**src/rtl/weight_update_ctrl_if.sv**
```systemverilog
// weight_update_ctrl_if: bundles the weight RAM initiator port, the gradient
// handshake and the pass control signals of weight_update_ctrl.
//   Start/Busy/Done        : pass control
//   GradReq/GradValid/Grad : per-block gradient handshake, lane i <-> word Address+i
//   Address/WE/D/Q         : RAM port; Q is registered by the RAM one edge after a read
// master = the update engine, slave = the RAM/gradient side.
interface weight_update_ctrl_if #(
  parameter int N  = 10,
  parameter int AW = 7
);
  logic              Start;
  logic              Busy;
  logic              Done;
  logic              GradReq;
  logic              GradValid;
  logic [N-1:0][9:0] Grad;
  logic [AW-1:0]     Address;
  logic              WE;
  logic [N-1:0][9:0] D;
  logic [N-1:0][9:0] Q;

  modport master (
    input  Start, GradValid, Grad, Q,
    output Address, WE, D, GradReq, Busy, Done
  );

  modport slave (
    output Start, GradValid, Grad, Q,
    input  Address, WE, D, GradReq, Busy, Done
  );
endinterface

```
**src/rtl/weight_update_ctrl.sv**
```systemverilog
// weight_update_ctrl: read-modify-write engine for the weight RAM. One pass
// walks the RAM in blocks of N words (floor(DEPTH/N) blocks, trailing words
// untouched). Per block: read N weights, wait for N gradients, write back
// sat10(W - (Grad >>> SHIFT)).
// Ports:
//   Clock - rising-edge clock
//   Rst   - asynchronous active-low reset
//   bus   - weight_update_ctrl_if.master (RAM port, gradient handshake, control)

// One lane of the update datapath: w - (g >>> SHIFT), clamped to 10-bit signed.
module weight_update_ctrl_lane #(
  parameter int SHIFT = 4
) (
  input  logic [9:0] w_i,
  input  logic [9:0] g_i,
  output logic [9:0] d_o
);
  logic signed [9:0]  g_sh;
  logic signed [10:0] diff;

  assign g_sh = $signed(g_i) >>> SHIFT;
  // 11 bits cannot overflow for two 10-bit operands; bits [10:9] disagreeing
  // means the result is outside [-512, 511].
  assign diff = {w_i[9], w_i} - {g_sh[9], g_sh};

  always_comb begin
    d_o = diff[9:0];
    if (diff[10] != diff[9]) d_o = diff[10] ? 10'h200 : 10'h1FF;
  end
endmodule

module weight_update_ctrl #(
  parameter int N     = 10,
  parameter int DEPTH = 65,
  parameter int SHIFT = 4
) (
  input  logic                  Clock,
  input  logic                  Rst,
  weight_update_ctrl_if.master  bus
);
  localparam logic [2:0] S_IDLE = 3'd0;
  localparam logic [2:0] S_RD   = 3'd1;
  localparam logic [2:0] S_CAP  = 3'd2;
  localparam logic [2:0] S_GRAD = 3'd3;
  localparam logic [2:0] S_WR   = 3'd4;
  localparam logic [2:0] S_DONE = 3'd5;

  logic [2:0]        state_q, state_d;
  logic [6:0]        base_q, base_d;
  logic [N-1:0][9:0] wreg_q, wreg_d;
  logic [N-1:0][9:0] d_q, d_d;
  logic [N-1:0][9:0] upd;
  logic              last_blk;

  for (genvar i = 0; i < N; i++) begin : g_lane
    weight_update_ctrl_lane #(.SHIFT(SHIFT)) u_lane (
      .w_i (wreg_q[i]),
      .g_i (bus.Grad[i]),
      .d_o (upd[i])
    );
  end

  // No room for another full block after this one.
  assign last_blk = (int'(base_q) + 2 * N) > DEPTH;

  always_comb begin
    state_d = state_q;
    base_d  = base_q;
    wreg_d  = wreg_q;
    d_d     = d_q;
    case (state_q)
      S_IDLE: if (bus.Start) begin
        state_d = S_RD;
        base_d  = '0;
      end
      S_RD:  state_d = S_CAP;
      S_CAP: begin
        wreg_d  = bus.Q;
        state_d = S_GRAD;
      end
      S_GRAD: if (bus.GradValid) begin
        d_d     = upd;
        state_d = S_WR;
      end
      S_WR: begin
        if (last_blk) state_d = S_DONE;
        else begin
          base_d  = base_q + 7'(N);
          state_d = S_RD;
        end
      end
      default: state_d = S_IDLE;
    endcase
  end

  always_ff @(posedge Clock or negedge Rst) begin
    if (!Rst) begin
      state_q <= S_IDLE;
      base_q  <= '0;
      wreg_q  <= '0;
      d_q     <= '0;
    end else begin
      state_q <= state_d;
      base_q  <= base_d;
      wreg_q  <= wreg_d;
      d_q     <= d_d;
    end
  end

  // Address is held for the whole block and forced to 0 when no block is active.
  assign bus.Address = (state_q inside {S_RD, S_CAP, S_GRAD, S_WR}) ? base_q : '0;
  assign bus.WE      = (state_q == S_WR);
  assign bus.GradReq = (state_q == S_GRAD);
  assign bus.Busy    = (state_q != S_IDLE);
  assign bus.Done    = (state_q == S_DONE);
  assign bus.D       = d_q;
endmodule

```
**src/flat_wrapper.sv**
```systemverilog
// flat-port wrapper written by rule: the top's interface ports become plain ports
module weight_update_ctrl_flat 
#(
  parameter int N     = 10,
  parameter int DEPTH = 65,
  parameter int SHIFT = 4
)
  (Clock, Rst, bus_Start, bus_GradValid, bus_Grad, bus_Q, bus_Address, bus_WE, bus_D, bus_GradReq, bus_Busy, bus_Done);
  weight_update_ctrl_if #(.N(N)) bus_i ();
  input  logic Clock;
  input  logic Rst;
  input wire logic [$bits(bus_i.Start)-1:0] bus_Start;
  input wire logic [$bits(bus_i.GradValid)-1:0] bus_GradValid;
  input wire logic [$bits(bus_i.Grad)-1:0] bus_Grad;
  input wire logic [$bits(bus_i.Q)-1:0] bus_Q;
  output wire logic [$bits(bus_i.Address)-1:0] bus_Address;
  output wire logic [$bits(bus_i.WE)-1:0] bus_WE;
  output wire logic [$bits(bus_i.D)-1:0] bus_D;
  output wire logic [$bits(bus_i.GradReq)-1:0] bus_GradReq;
  output wire logic [$bits(bus_i.Busy)-1:0] bus_Busy;
  output wire logic [$bits(bus_i.Done)-1:0] bus_Done;
  assign bus_i.Start = bus_Start;
  assign bus_i.GradValid = bus_GradValid;
  assign bus_i.Grad = bus_Grad;
  assign bus_i.Q = bus_Q;
  assign bus_Address = bus_i.Address;
  assign bus_WE = bus_i.WE;
  assign bus_D = bus_i.D;
  assign bus_GradReq = bus_i.GradReq;
  assign bus_Busy = bus_i.Busy;
  assign bus_Done = bus_i.Done;
  weight_update_ctrl #(.N(N), .DEPTH(DEPTH), .SHIFT(SHIFT)) u_core (.Clock(Clock), .Rst(Rst), .bus(bus_i));
endmodule
```
**config.mk**
```make
export PLATFORM = sky130hd
export DESIGN_NAME = weight_update_ctrl_flat
export DESIGN_NICKNAME = d
export VERILOG_FILES = /design/src/rtl/weight_update_ctrl_if.sv /design/src/rtl/weight_update_ctrl.sv /design/src/flat_wrapper.sv
export SDC_FILE = /design/constraint.sdc
export NUM_CORES = 1
export LEC_CHECK = 0
export ABC_AREA = 1
export CAP_MARGIN = 40
export CORE_ASPECT_RATIO = 0.75
export CORE_UTILIZATION = 49
export CTS_CLUSTER_SIZE = 30
export DETAILED_ROUTE_END_ITERATION = 10
export HOLD_SLACK_MARGIN = 0.15
export PLACE_DENSITY = 0.77
export SLEW_MARGIN = 10
export SYNTH_ARGS = -nofsm -noshare
export SYNTH_HDL_FRONTEND = slang
export SYNTH_HIERARCHICAL = 1
export SYNTH_SLANG_ARGS = --single-unit
```
**constraint.sdc**
```tcl
create_clock -name Clock -period 3.85 [get_ports Clock]
set_input_delay 0.77 -clock Clock [delete_from_list [all_inputs] [get_ports Clock]]
set_output_delay 0.77 -clock Clock [all_outputs]
set_load 0.03 [all_outputs]
```
==> impl_metrics.toml <==
[global_routing]
grt_pass1_vias = 12090
grt-ovfl-total = 0
grt_max_degree = 74
grt_pass1_wl_um = 60000
grt_usage = 0.226
antenna_found_initial = 2

[route]
drt_iter0_markers = 693
vias = 12203
viasPerCell = 5.01
drt-pass1-iter-count = 5
wl_per_cell_um = 15.0
routed_wl_um = 36700
remaining_drc_errors = 0
ant_nets = 0

[floorplan]
core_sq_um = 31200
ioPinCount = 315
die_area_sq_um = 32400
fp.dieW_um = 207
rows = 56
die_h_um = 156
start_util = 0.498

[timing]
final_max_slew_viol_count = 0
slew_headroom = 0.527
tns_ns = 0
rsz0062_at_grt = "no"
period_share = 0.838
finalSetupViolCount = 0
fin_crit_ns = 3.23
worst_pin_slew_ns = 0.709
fmax_mhz = 310
skew_ns = 0.0156
hold_violations = 0

[power_and_ir_drop]
ir_drop_uv = 620
power_switching_mw = 9.05
power_density_nw_per_um2 = 1020
combPwrFrac = 0.659
p_sw_frac = 0.455
clkPwrFrac = 0.138
p_leak_nw = 10.0
intPower_mw = 10.8
seqPwrFrac = 0.203

[critical_path]
arrival_ns = 2.46
cp_num_buf_inv = 2
path_max_fanout = 6
worstPathRequired_ns = 3.08
critPathKind = "reg2out"
crit_top_cell = "nor2_1"
cp_cell_sequence = "nor2_1 > nand2_1 > inv_1 > nor2_1 > nor2_1 > clkdlybuf4s50_1"
setup.worst_path.start_class = "flip-flop"
critPathTopFamily = "buffers and inverters"
critical_path.max_stage_delay_ns = 0.68
cp_slowest_cell = "clkdlybuf4s50_1"
cp-end-kind = "output port"

[synthesis]
netlist_area_sq_um = 15500
ys_seq_elements = 209
ys_types = 31
avgSynthCellArea_sq_um = 8.98
ys_warn_count = 6
ys_seq_area_frac = 0.337
syn_inst = 1728
synth_fp_nets = 2043

[placed_design]
globalplace.congestion = 0.932
dp_cells = 2391
port_buffers = 273
dp.final_hpwl_um = 28100

[min_path]
min_path_type = "in2async"

[clock_network]
root_buffer = "clkbuf_16"
cts_setup_buffers = 0
h-tree-depth = 1
cts_buffers = 24
cts_resized = 0
cts_tree = "done"
clockBufferDepth = 3
ctsHoldBuffers = 0
clkLatencyLatePin_ns = 0.54
clk_pin_slew_worst_paths_ns = 0.06
cts.sinks = 209

[status]
status = "complete, no violations"

[final_layout]
final_layout_size_suffix_gt1_frac = 0.215
syn2layout_area_growth_pct = 25.8
nFillCells = 2552
final_cells = 2437
nets = 2326

[job]
cap_violations = 0
## per-stage QoR
| step | instance area, sq um | util | hold slack (ns) | setup WS [ns] | total power [mW] |
|---|---|---|---|---|---|
| after floorplan | 15500 | - | 0.474 | 1.50 | 14.0 |
| after global placement | 18600 | 0.596 | 0.490 | 0.799 | 16.7 |
| after detailed placement | 18600 | 0.596 | 0.491 | 0.730 | 17.1 |
| after CTS | 19500 | 0.626 | 0.197 | 0.580 | 20.0 |
| after global routing | 19500 | 0.626 | 0.230 | 0.463 | 21.4 |
| final | 19500 | 0.626 | 0.191 | 0.622 | 19.9 |
## Yosys cell counts (all sizes together)
master | number | area share
nand3 | 96 | 0.041
or2 | 1 | 0.00040
mux2 | 200 | 0.17
inv | 242 | 0.059
xor2 | 30 | 0.017
conb | 1 | 0.00024
fa | 10 | 0.013
nand2 | 578 | 0.16
nor3 | 1 | 0.00032
o21ai | 1 | 0.00032
a21oi | 62 | 0.023
nand3b | 1 | 0.00048
dfrtp | 209 | 0.34
buf | 22 | 0.018
nand4 | 40 | 0.032
nor2 | 103 | 0.032
ha | 101 | 0.081
xnor2 | 30 | 0.017
## cells in the final DEF, fill, tap and decap left out, drive strengths merged, types with 7 or more instances in the layout
| cell | count |
|---|---|
| nand2 | 578 |
| clkdlybuf4s50 | 272 |
| inv | 242 |
| dfrtp | 209 |
| mux2 | 200 |
| nor2 | 103 |
| ha | 101 |
| nand3 | 96 |
| a21oi | 62 |
| nand4 | 40 |
| xor2 | 30 |
| xnor2 | 30 |
| clkbuf | 29 |
| fa | 10 |
| bufinv | 8 |
| buf | 7 |
## registers in the layout, indices dropped and copies added, names as in the netlist
| name | cells |
|---|---|
| u_core/state_q | 3 |
| u_core/base_q | 6 |
| u_core/wreg_q | 100 |
| u_core/bus.D | 100 |
## power groups by stage
stage | Sequential, mW | Clock [mW] | Combinational (mW)
3_3_place_gp | 4.02 | 0 | 12.7
2_1_floorplan | 4.97 | 0 | 8.99
3_5_place_dp | 4.07 | 0 | 13.0
4_1_cts | 4.05 | 2.82 | 13.1
6_report | 4.05 | 2.74 | 13.1
5_1_grt | 4.18 | 2.89 | 14.4
## metal layers
layer,routed length [um],GRT usage,part of all wire,vias to the layer above
li1,-,-,-,6128
met1,17000,0.302,0.46,5691
met2,16700,0.369,0.46,313
met3,1890,0.0433,0.052,71
met4,1110,0.0729,0.030,0
met5,0,0,0,-
## layout make-up
class	instances	area [sq um]	area share
well taps	406	508	0.0260
inverters	242	908	0.0465
flip-flops and latches	209	5230	0.268
diodes	2	5.00	0.000256
repair buffers	279	2820	0.144
multi-input cells	1255	9110	0.467
clock buffers	29	661	0.0338
clock inverters	15	282	0.0144
## path summary, 6_finish.rpt
path	cells after the start	to	start	slack [ns]
max in group asynchronous	2	u_core/wreg_q[1]	Rst	2.83
min	1	u_core/bus.D[80]	Rst	0.19
min in group Clock	1	u_core/wreg_q[50]	u_core/wreg_q[50]	0.51
max	6	bus_Address[6]	u_core/state_q[1]	0.62
min reg2reg	1	u_core/wreg_q[50]	u_core/wreg_q[50]	0.51
max reg2reg	12	u_core/bus.D[61]	u_core/wreg_q[60]	1.58
## logic make-up after synthesis
family          after synthesis  synth area share
compound gates               63            0.0232
xor+xnor                     60            0.0339
fa+ha+maj                   111            0.0943
buf+inv                     264            0.0764
flops                       209             0.337
mux                         200             0.169
other cells                   1          0.000242
simple gates                820             0.265
Note: power is estimated with default switching activity, not from simulation.
